--- src/rtl/memory_cycle_pkg.sv ---
// Shared definitions for the MEM stage: FSM encoding, W-stage bubble value, default timeout.
package memory_cycle_pkg;

  typedef enum logic {
    IDLE = 1'b0,
    WAIT = 1'b1
  } memStateT;

  // Control half of an M->W bundle; a bubble is an instruction with every field cleared.
  typedef struct packed {
    logic       regWrite;
    logic       resultSrc;
    logic [4:0] rd;
  } wbCtrlT;

  localparam wbCtrlT BUBBLE_CTRL = '{regWrite: 1'b0, resultSrc: 1'b0, rd: 5'd0};

  localparam int DEFAULT_TIMEOUT = 16;

endpackage

--- src/rtl/memory_cycle_wb.sv ---
// M->W pipeline register with synchronous reset and bubble insertion.
module mem_wb_reg
  import memory_cycle_pkg::*;
#(
  parameter int DATA_W = 32
) (
  input  logic              clk,
  input  logic              rst,
  input  logic              bubble,
  input  logic              RegWriteM,
  input  logic              ResultSrcM,
  input  logic [DATA_W-1:0] ALUResultM,
  input  logic [DATA_W-1:0] ReadDataM,
  input  logic [4:0]        RDM,
  input  logic [DATA_W-1:0] PCPlus4M,
  output logic              RegWriteW,
  output logic              ResultSrcW,
  output logic [DATA_W-1:0] ALUResultW,
  output logic [DATA_W-1:0] ReadDataW,
  output logic [4:0]        RDW,
  output logic [DATA_W-1:0] PCPlus4W
);

  wbCtrlT ctrlReg;

  always_ff @(posedge clk) begin
    if (rst || bubble) begin
      ctrlReg    <= BUBBLE_CTRL;
      ALUResultW <= '0;
      ReadDataW  <= '0;
      PCPlus4W   <= '0;
    end else begin
      ctrlReg    <= '{regWrite: RegWriteM, resultSrc: ResultSrcM, rd: RDM};
      ALUResultW <= ALUResultM;
      ReadDataW  <= ReadDataM;
      PCPlus4W   <= PCPlus4M;
    end
  end

  assign RegWriteW  = ctrlReg.regWrite;
  assign ResultSrcW = ctrlReg.resultSrc;
  assign RDW        = ctrlReg.rd;

endmodule

--- src/rtl/memory_cycle.sv ---
// MEM stage: drives a request/ready data-memory port, stalls upstream while waiting,
// flags misaligned accesses and sticky timeouts, and registers results into WB.
module memory_cycle
  import memory_cycle_pkg::*;
#(
  parameter int DATA_W  = 32,
  parameter int ADDR_W  = 32,
  parameter int TIMEOUT = DEFAULT_TIMEOUT
) (
  input  logic              clk,
  input  logic              rst,
  input  logic              RegWriteM,
  input  logic              ResultSrcM,
  input  logic              MemWriteM,
  input  logic [DATA_W-1:0] ALUResultM,
  input  logic [DATA_W-1:0] WriteDataM,
  input  logic [4:0]        RDM,
  input  logic [DATA_W-1:0] PCPlus4M,
  output logic              dmem_req,
  output logic              dmem_we,
  output logic [ADDR_W-1:0] dmem_addr,
  output logic [DATA_W-1:0] dmem_wdata,
  input  logic [DATA_W-1:0] dmem_rdata,
  input  logic              dmem_ready,
  output logic              StallM,
  output logic              MisalignM,
  output logic              MemErrM,
  output logic              RegWriteW,
  output logic              ResultSrcW,
  output logic [DATA_W-1:0] ALUResultW,
  output logic [DATA_W-1:0] ReadDataW,
  output logic [4:0]        RDW,
  output logic [DATA_W-1:0] PCPlus4W
);

  localparam int CNT_W = $clog2(TIMEOUT) + 1;
  localparam logic [CNT_W-1:0] CNT_LAST = CNT_W'(TIMEOUT - 1);

  memStateT stateReg, stateNext;
  logic [CNT_W-1:0] cntReg, cntNext;

  // The whole instruction is held so WAIT never depends on the (frozen) M inputs.
  logic              holdWe, holdRegWrite, holdResultSrc;
  logic [ADDR_W-1:0] holdAddr;
  logic [DATA_W-1:0] holdWdata, holdAlu, holdPc;
  logic [4:0]        holdRd;

  logic              memOp, latch, errSet, bubble;
  logic              wbRegWrite, wbResultSrc;
  logic [DATA_W-1:0] wbAlu, wbReadData, wbPc;
  logic [4:0]        wbRd;

  assign memOp = ResultSrcM | MemWriteM;

  always_comb begin
    stateNext   = stateReg;
    cntNext     = '0;
    dmem_req    = 1'b0;
    dmem_we     = 1'b0;
    dmem_addr   = ADDR_W'(ALUResultM);
    dmem_wdata  = WriteDataM;
    StallM      = 1'b0;
    MisalignM   = 1'b0;
    latch       = 1'b0;
    errSet      = 1'b0;
    bubble      = 1'b0;
    wbRegWrite  = RegWriteM;
    wbResultSrc = ResultSrcM;
    wbAlu       = ALUResultM;
    wbRd        = RDM;
    wbPc        = PCPlus4M;
    wbReadData  = '0;
    unique case (stateReg)
      IDLE: begin
        if (memOp && (ALUResultM[1:0] != 2'b00)) begin
          MisalignM = 1'b1;
          bubble    = 1'b1;
        end else if (memOp) begin
          dmem_req = 1'b1;
          dmem_we  = MemWriteM;
          latch    = 1'b1;
          if (dmem_ready) begin
            wbReadData = ResultSrcM ? dmem_rdata : '0;
          end else begin
            StallM    = 1'b1;
            bubble    = 1'b1;
            stateNext = WAIT;
            cntNext   = CNT_W'(1);
          end
        end
      end
      WAIT: begin
        dmem_req    = 1'b1;
        dmem_we     = holdWe;
        dmem_addr   = holdAddr;
        dmem_wdata  = holdWdata;
        wbRegWrite  = holdRegWrite;
        wbResultSrc = holdResultSrc;
        wbAlu       = holdAlu;
        wbRd        = holdRd;
        wbPc        = holdPc;
        if (dmem_ready) begin
          wbReadData = holdResultSrc ? dmem_rdata : '0;
          stateNext  = IDLE;
        end else if (cntReg < CNT_LAST) begin
          StallM  = 1'b1;
          bubble  = 1'b1;
          cntNext = cntReg + CNT_W'(1);
        end else begin
          // Abort: retire the instruction without a register write so the pipeline moves on.
          errSet     = 1'b1;
          wbRegWrite = 1'b0;
          stateNext  = IDLE;
        end
      end
      default: stateNext = IDLE;
    endcase
  end

  always_ff @(posedge clk) begin
    if (rst) begin
      stateReg      <= IDLE;
      cntReg        <= '0;
      MemErrM       <= 1'b0;
      holdWe        <= 1'b0;
      holdRegWrite  <= 1'b0;
      holdResultSrc <= 1'b0;
      holdAddr      <= '0;
      holdWdata     <= '0;
      holdAlu       <= '0;
      holdPc        <= '0;
      holdRd        <= '0;
    end else begin
      stateReg <= stateNext;
      cntReg   <= cntNext;
      if (errSet) MemErrM <= 1'b1;
      if (latch) begin
        holdWe        <= MemWriteM;
        holdRegWrite  <= RegWriteM;
        holdResultSrc <= ResultSrcM;
        holdAddr      <= ADDR_W'(ALUResultM);
        holdWdata     <= WriteDataM;
        holdAlu       <= ALUResultM;
        holdPc        <= PCPlus4M;
        holdRd        <= RDM;
      end
    end
  end

  mem_wb_reg #(.DATA_W(DATA_W)) wbReg (
    .clk        (clk),
    .rst        (rst),
    .bubble     (bubble),
    .RegWriteM  (wbRegWrite),
    .ResultSrcM (wbResultSrc),
    .ALUResultM (wbAlu),
    .ReadDataM  (wbReadData),
    .RDM        (wbRd),
    .PCPlus4M   (wbPc),
    .RegWriteW  (RegWriteW),
    .ResultSrcW (ResultSrcW),
    .ALUResultW (ALUResultW),
    .ReadDataW  (ReadDataW),
    .RDW        (RDW),
    .PCPlus4W   (PCPlus4W)
  );

endmodule
--- config.mk ---
export PLATFORM = sky130hd
export DESIGN_NAME = memory_cycle
export DESIGN_NICKNAME = d
export VERILOG_FILES = /design/src/rtl/memory_cycle_pkg.sv /design/src/rtl/memory_cycle_wb.sv /design/src/rtl/memory_cycle.sv
export SDC_FILE = /design/constraint.sdc
export NUM_CORES = 1
export LEC_CHECK = 0
export ABC_AREA = 1
export CORE_UTILIZATION = 43
export CTS_CLUSTER_DIAMETER = 150
export DETAILED_ROUTE_END_ITERATION = 7
export PLACE_DENSITY_LB_ADDON = 0.15
export SLEW_MARGIN = 25
export SYNTH_ARGS = -nofsm -noshare
export SYNTH_HDL_FRONTEND = slang
export SYNTH_SLANG_ARGS = --single-unit
--- constraint.sdc ---
create_clock -name clk -period 2 [get_ports clk]
set_clock_uncertainty 0.2 [all_clocks]
set_input_delay 0.4 -clock clk [delete_from_list [all_inputs] [get_ports clk]]
set_output_delay 0.4 -clock clk [all_outputs]
set_load 0.01 [all_outputs]
# Word level (Yosys, flattened, before mapping)
# Cells that the tools add are included.
[classes]
n_addsub = 1
order_cmp = 1
n_mux = 41
n_bitwise = 2
reduce_logical = 3
[ops]
columns = ["operator", "count"]
rows = [
  ["$mux 32", 9],
  ["$pmux 32 s2", 1],
  ["$mux 1", 23],
  ["$mux 5", 3],
  ["$pmux 5 s2", 1],
  ["$pmux 1 s2", 4],
  ["$add 5x1->5 const B", 1],
  ["$lt 5x4->1 const B", 1],
  ["$reduce_bool 2->1", 1],
  ["$logic_and 1x1->1", 1],
  ["$logic_or 1x1->1", 1],
  ["$not 1->1", 1],
  ["$or 1x1->1", 1],
]
[totals]
ff_bits = 214
in_bits = 139
output_inout_bits = 172
wordCells = 64

# Longest topological paths before layout
[depth]
word_depth = 5
mapped_depth = 8
ltp_nobuf = 8

# Modules after synthesis
# Synthesis repeated with hierarchy kept, for this count alone.
[hier_totals]
hier_cells = 1208
hier_area_um2 = 9150.0
[modules_own_cells]
columns = ["module", "instances", "cells_each", "area_per_inst_um2", "seq_area_each_um2"]
rows = [
  ["memory_cycle", 1, 885, 5595.4, 2222.1],
  ["mem_wb_reg", 1, 323, 3554.7, 2062.0],
]

# Worst setup path after synthesis
# Ideal clock, no wire load.
[synth_path]
kind = "input to output"
from = "input ALUResultM[0]"
to = "output dmem_we"
arrival_time_ns = 1.139
required_time_ns = 1.400
slack_ns = 0.261
stages = 6
path_buffers = 1
path_cell_list = "nor2_2 > nand3_2 > inv_1 > buf_2 > nand2_1 > nand2_1"
[synth_via]
elab_chain_cells = 4
[synth_lines]
columns = ["item", "line_no", "source"]
rows = [
  ["start: declaration", "memory_cycle.sv:15", "input logic [DATA_W-1:0] ALUResultM,"],
  ["$reduce_bool 2->1", "memory_cycle.sv:75", "if (memOp && (ALUResultM[1:0] != 2'b00)) begin"],
  ["$logic_and 1x1->1", "memory_cycle.sv:75", ""],
  ["$mux 1", "memory_cycle.sv:75", ""],
  ["$pmux 1 s2", "memory_cycle.sv:73", "unique case (stateReg)"],
  ["end: declaration", "memory_cycle.sv:20", "output logic dmem_we,"],
]
# No other way between the ends.

# Worst setup path in the final report
[layout_path]
from = "register stateReg"
to = "output dmem_addr[0]"
[layout_via]
elab_chain_cells = 1
[layout_lines]
columns = ["item", "line_no", "source"]
rows = [
  ["start: declaration", "memory_cycle.sv:39", "memStateT stateReg, stateNext;"],
  ["start signal: assignment", "memory_cycle.sv:134", "stateReg <= stateNext;"],
  ["$mux 32", "memory_cycle.sv:73", ""],
  ["end: declaration", "memory_cycle.sv:21", "output logic [ADDR_W-1:0] dmem_addr,"],
]
# No other way between the ends.

==> results.json <==
{
  "status": "finished with violations",
  "violations": "setup timing",
  "final_util_pct": 73.70,
  "antenna_found_initial": 1,
  "hold_viol_final": 0,
  "rows": 48,
  "final_antenna_net_count": 0,
  "gp_congestion": 0.8123,
  "routed_wl_um": 26360,
  "placed_area_mm2": 0.01141,
  "synthFlopType": "dfxtp_1",
  "ys_top_cells_by_count": "nand2_1, dfxtp_1, a21oi_1, o21ai_0, inv_1",
  "synth.most_common_cell": "nand2_1",
  "fin_area_mm2": 0.01288,
  "cts_sinks": 214,
  "yosysTopAreaCellShare_pct": 55.17,
  "met3_wirelength_um": 1964,
  "root_buffer": "clkbuf_16",
  "cap_viol_max_count": 0,
  "avgSynthCellArea_um2": 7.635,
  "worstSkewPairLatency_ps": 500,
  "met1Wirelength_um": 10510,
  "synth-seq-cells": 214,
  "dr.pass1.iters": 5,
  "highest_layer": "met4",
  "fp.dieArea_mm2": 0.01860,
  "critPathRequiredTime_ps": 1400,
  "routedWlPerCell_um": 16.25,
  "cts_tree": "done",
  "die_h_um": 136.4,
  "ys_async_sr_fraction_pct": 0,
  "crit_type": "reg -> out",
  "setup_viol": 69,
  "ios": 311,
  "synth_area_mm2": 0.007765,
  "fin_ws_ps": -211.6,
  "cp_max_fo": 8,
  "wl_met2_um": 13200,
  "num_vias": 8009,
  "overflow": 0,
  "syn2layout_area_growth_pct": 65.89,
  "fmax_mhz": 452.2,
  "coreArea_mm2": 0.01748,
  "synth_cells": 1017,
  "grt_pass1_vias": 7138,
  "crit_path_end_kind": "output pin",
  "critical_path_arrival_ps": 1610,
  "place.detailed.hpwl_um": 14860,
  "remaining_drc_errors": 0,
  "r2r_setup_slack_ps": -10,
  "ir_drop_mv": 0.6737,
  "syn_nets": 1157,
  "nFillCells": 1296,
  "min-delay-path-class": "in -> reg",
  "report.power.total_mw": 9.861,
  "clk_pin_slew_ps": 60,
  "hold_buffers": 0,
  "ys_types": 21,
  "yosysSeqAreaShare_pct": 55.17,
  "grt_usage_pct": 25.20,
  "min_period_over_period_pct": 110.6,
  "slew_headroom_pct": 68.00,
  "drtIter0Drc": 388,
  "synth-edff-count": 0,
  "cts_max_level": 1,
  "yosysWarnings": 0,
  "die_w_um": 136.4,
  "cts_buffers": 23,
  "synth_area_leaders": "dfxtp_1, nand2_1, a21oi_1",
  "place_ws_ps": -507.3,
  "period_minus_slack_ps": 2212,
  "rsz0062_at_grt": "true",
  "vias_per_cell": 4.938,
  "power.density_mw_per_mm2": 765.5,
  "critPathLaunchType": "register",
  "initial_core_util_pct": 44.43,
  "cts_buffer_depth": 3,
  "grt_pass1_wl_um": 37030,
  "synth_top_area_cell": "dfxtp_1",
  "drive_above_1_share_pct": 20.56,
  "leakagePower_nw": 5.479,
  "grt_max_degree": 75,
  "worst_pin_slew_ps": 480.0,
  "numPortBuffers": 310,
  "slew_violations": 0,
  "nets": 1525
}
-- worst paths after layout --
| path | startpoint | to | depth (start not counted) |
|---|---|---|---|
| max | stateReg$_SDFF_PP0_ | dmem_addr[0] | 6 |
| min | rst | stateReg$_SDFF_PP0_ | 4 |
| max reg2reg | stateReg$_SDFF_PP0_ | holdAlu[22]$_SDFFE_PP0P_ | 8 |
| min reg2reg | holdAlu[12]$_SDFFE_PP0P_ | holdAlu[12]$_SDFFE_PP0P_ | 2 |
-- power breakdown --
part           switching, mW  total [mW]  leakage, nW  internal [mW]
logic                  0.768        1.60         3.42          0.830
registers             0.0602        4.51         1.75           4.45
clock network           1.61        3.75        0.308           2.14
-- cells by family (layout without fill, tap and decap cells) --
logic type      Yosys count  after routing  synth area share, %
simple gates            351            351                17.45
compound gates          271            271                17.50
flops                   214            214                55.17
buf+inv                 178            557                9.491
xor+xnor                  2              2               0.2256
fa+ha+maj                 1              1               0.1611
other cells               0              1                    0
-- through the flow --
step | cells | hold slack, ps | TNS, ps
global route | 1622 | 79.47 | -14220
floorplan | 1017 | 224.5 | 0
detailed placement | 1544 | 237.0 | -61890
global placement | 1544 | 235.0 | -59300
finish | 1622 | 71.57 | -9646
CTS | 1599 | 33.41 | -9866
-- flip-flops by register name, indices dropped and copies added (netlist names) --
name / count
wbReg.PCPlus4W: 32
wbReg.ALUResultW: 32
wbReg.RegWriteW: 1
MemErrM: 1
wbReg.ReadDataW: 32
holdPc: 32
cntReg: 5
holdWe: 1
holdRd: 5
holdWdata: 32
wbReg.RDW: 5
holdRegWrite: 1
stateReg: 1
holdAlu: 32
wbReg.ResultSrcW: 1
holdResultSrc: 1
-- critical path, cell delays in order, from the launching register on --
cell     delay (ps)
dfxtp_4         370
buf_12          140
buf_16          140
buf_8           120
o21ai_2         130
inv_1            70
buf_6           130
-- what timing repair did --
| action | in CTS | in global routing |
|---|---|---|
| setup endpoints to repair | 171 | 203 |
| cloned | 4 | 7 |
| resized for setup | 426 | 93 |
| pin swaps | 9 | 8 |
| buffers inserted | 17 | 15 |
-- layout by cell type, fill, tap and decap left out, types with 30 or more instances in the layout --
| master | n |
|---|---|
| clkbuf_16 | 30 |
| clkdlybuf4s50_1 | 224 |
| dfxtp_1 | 213 |
| buf_4 | 65 |
| nor2_1 | 71 |
| a21oi_1 | 142 |
| inv_1 | 93 |
| o21ai_0 | 59 |
| nand2_1 | 239 |
| buf_2 | 51 |
-- per-layer routing --
layer / track usage (%) / vias to the layer above
li1: - / 3947
met5: 0 / -
met1: 31.13 / 3729
met4: 6.914 / 0
met2: 43.74 / 283
met3: 5.630 / 50
-- area by class of cell --
cell class	count	area, µm²	area share [%]
clock inverter	1	5.005	0.03885
clock buffer	35	630.6	4.896
sequential	214	4288	33.29
inverter	108	421.7	3.273
antenna	1	2.502	0.01943
multi-input combinational	625	3151	24.46
tap	225	281.5	2.186
timing repair buffer	413	4101	31.84
Power figures use the tool's default switching activity.
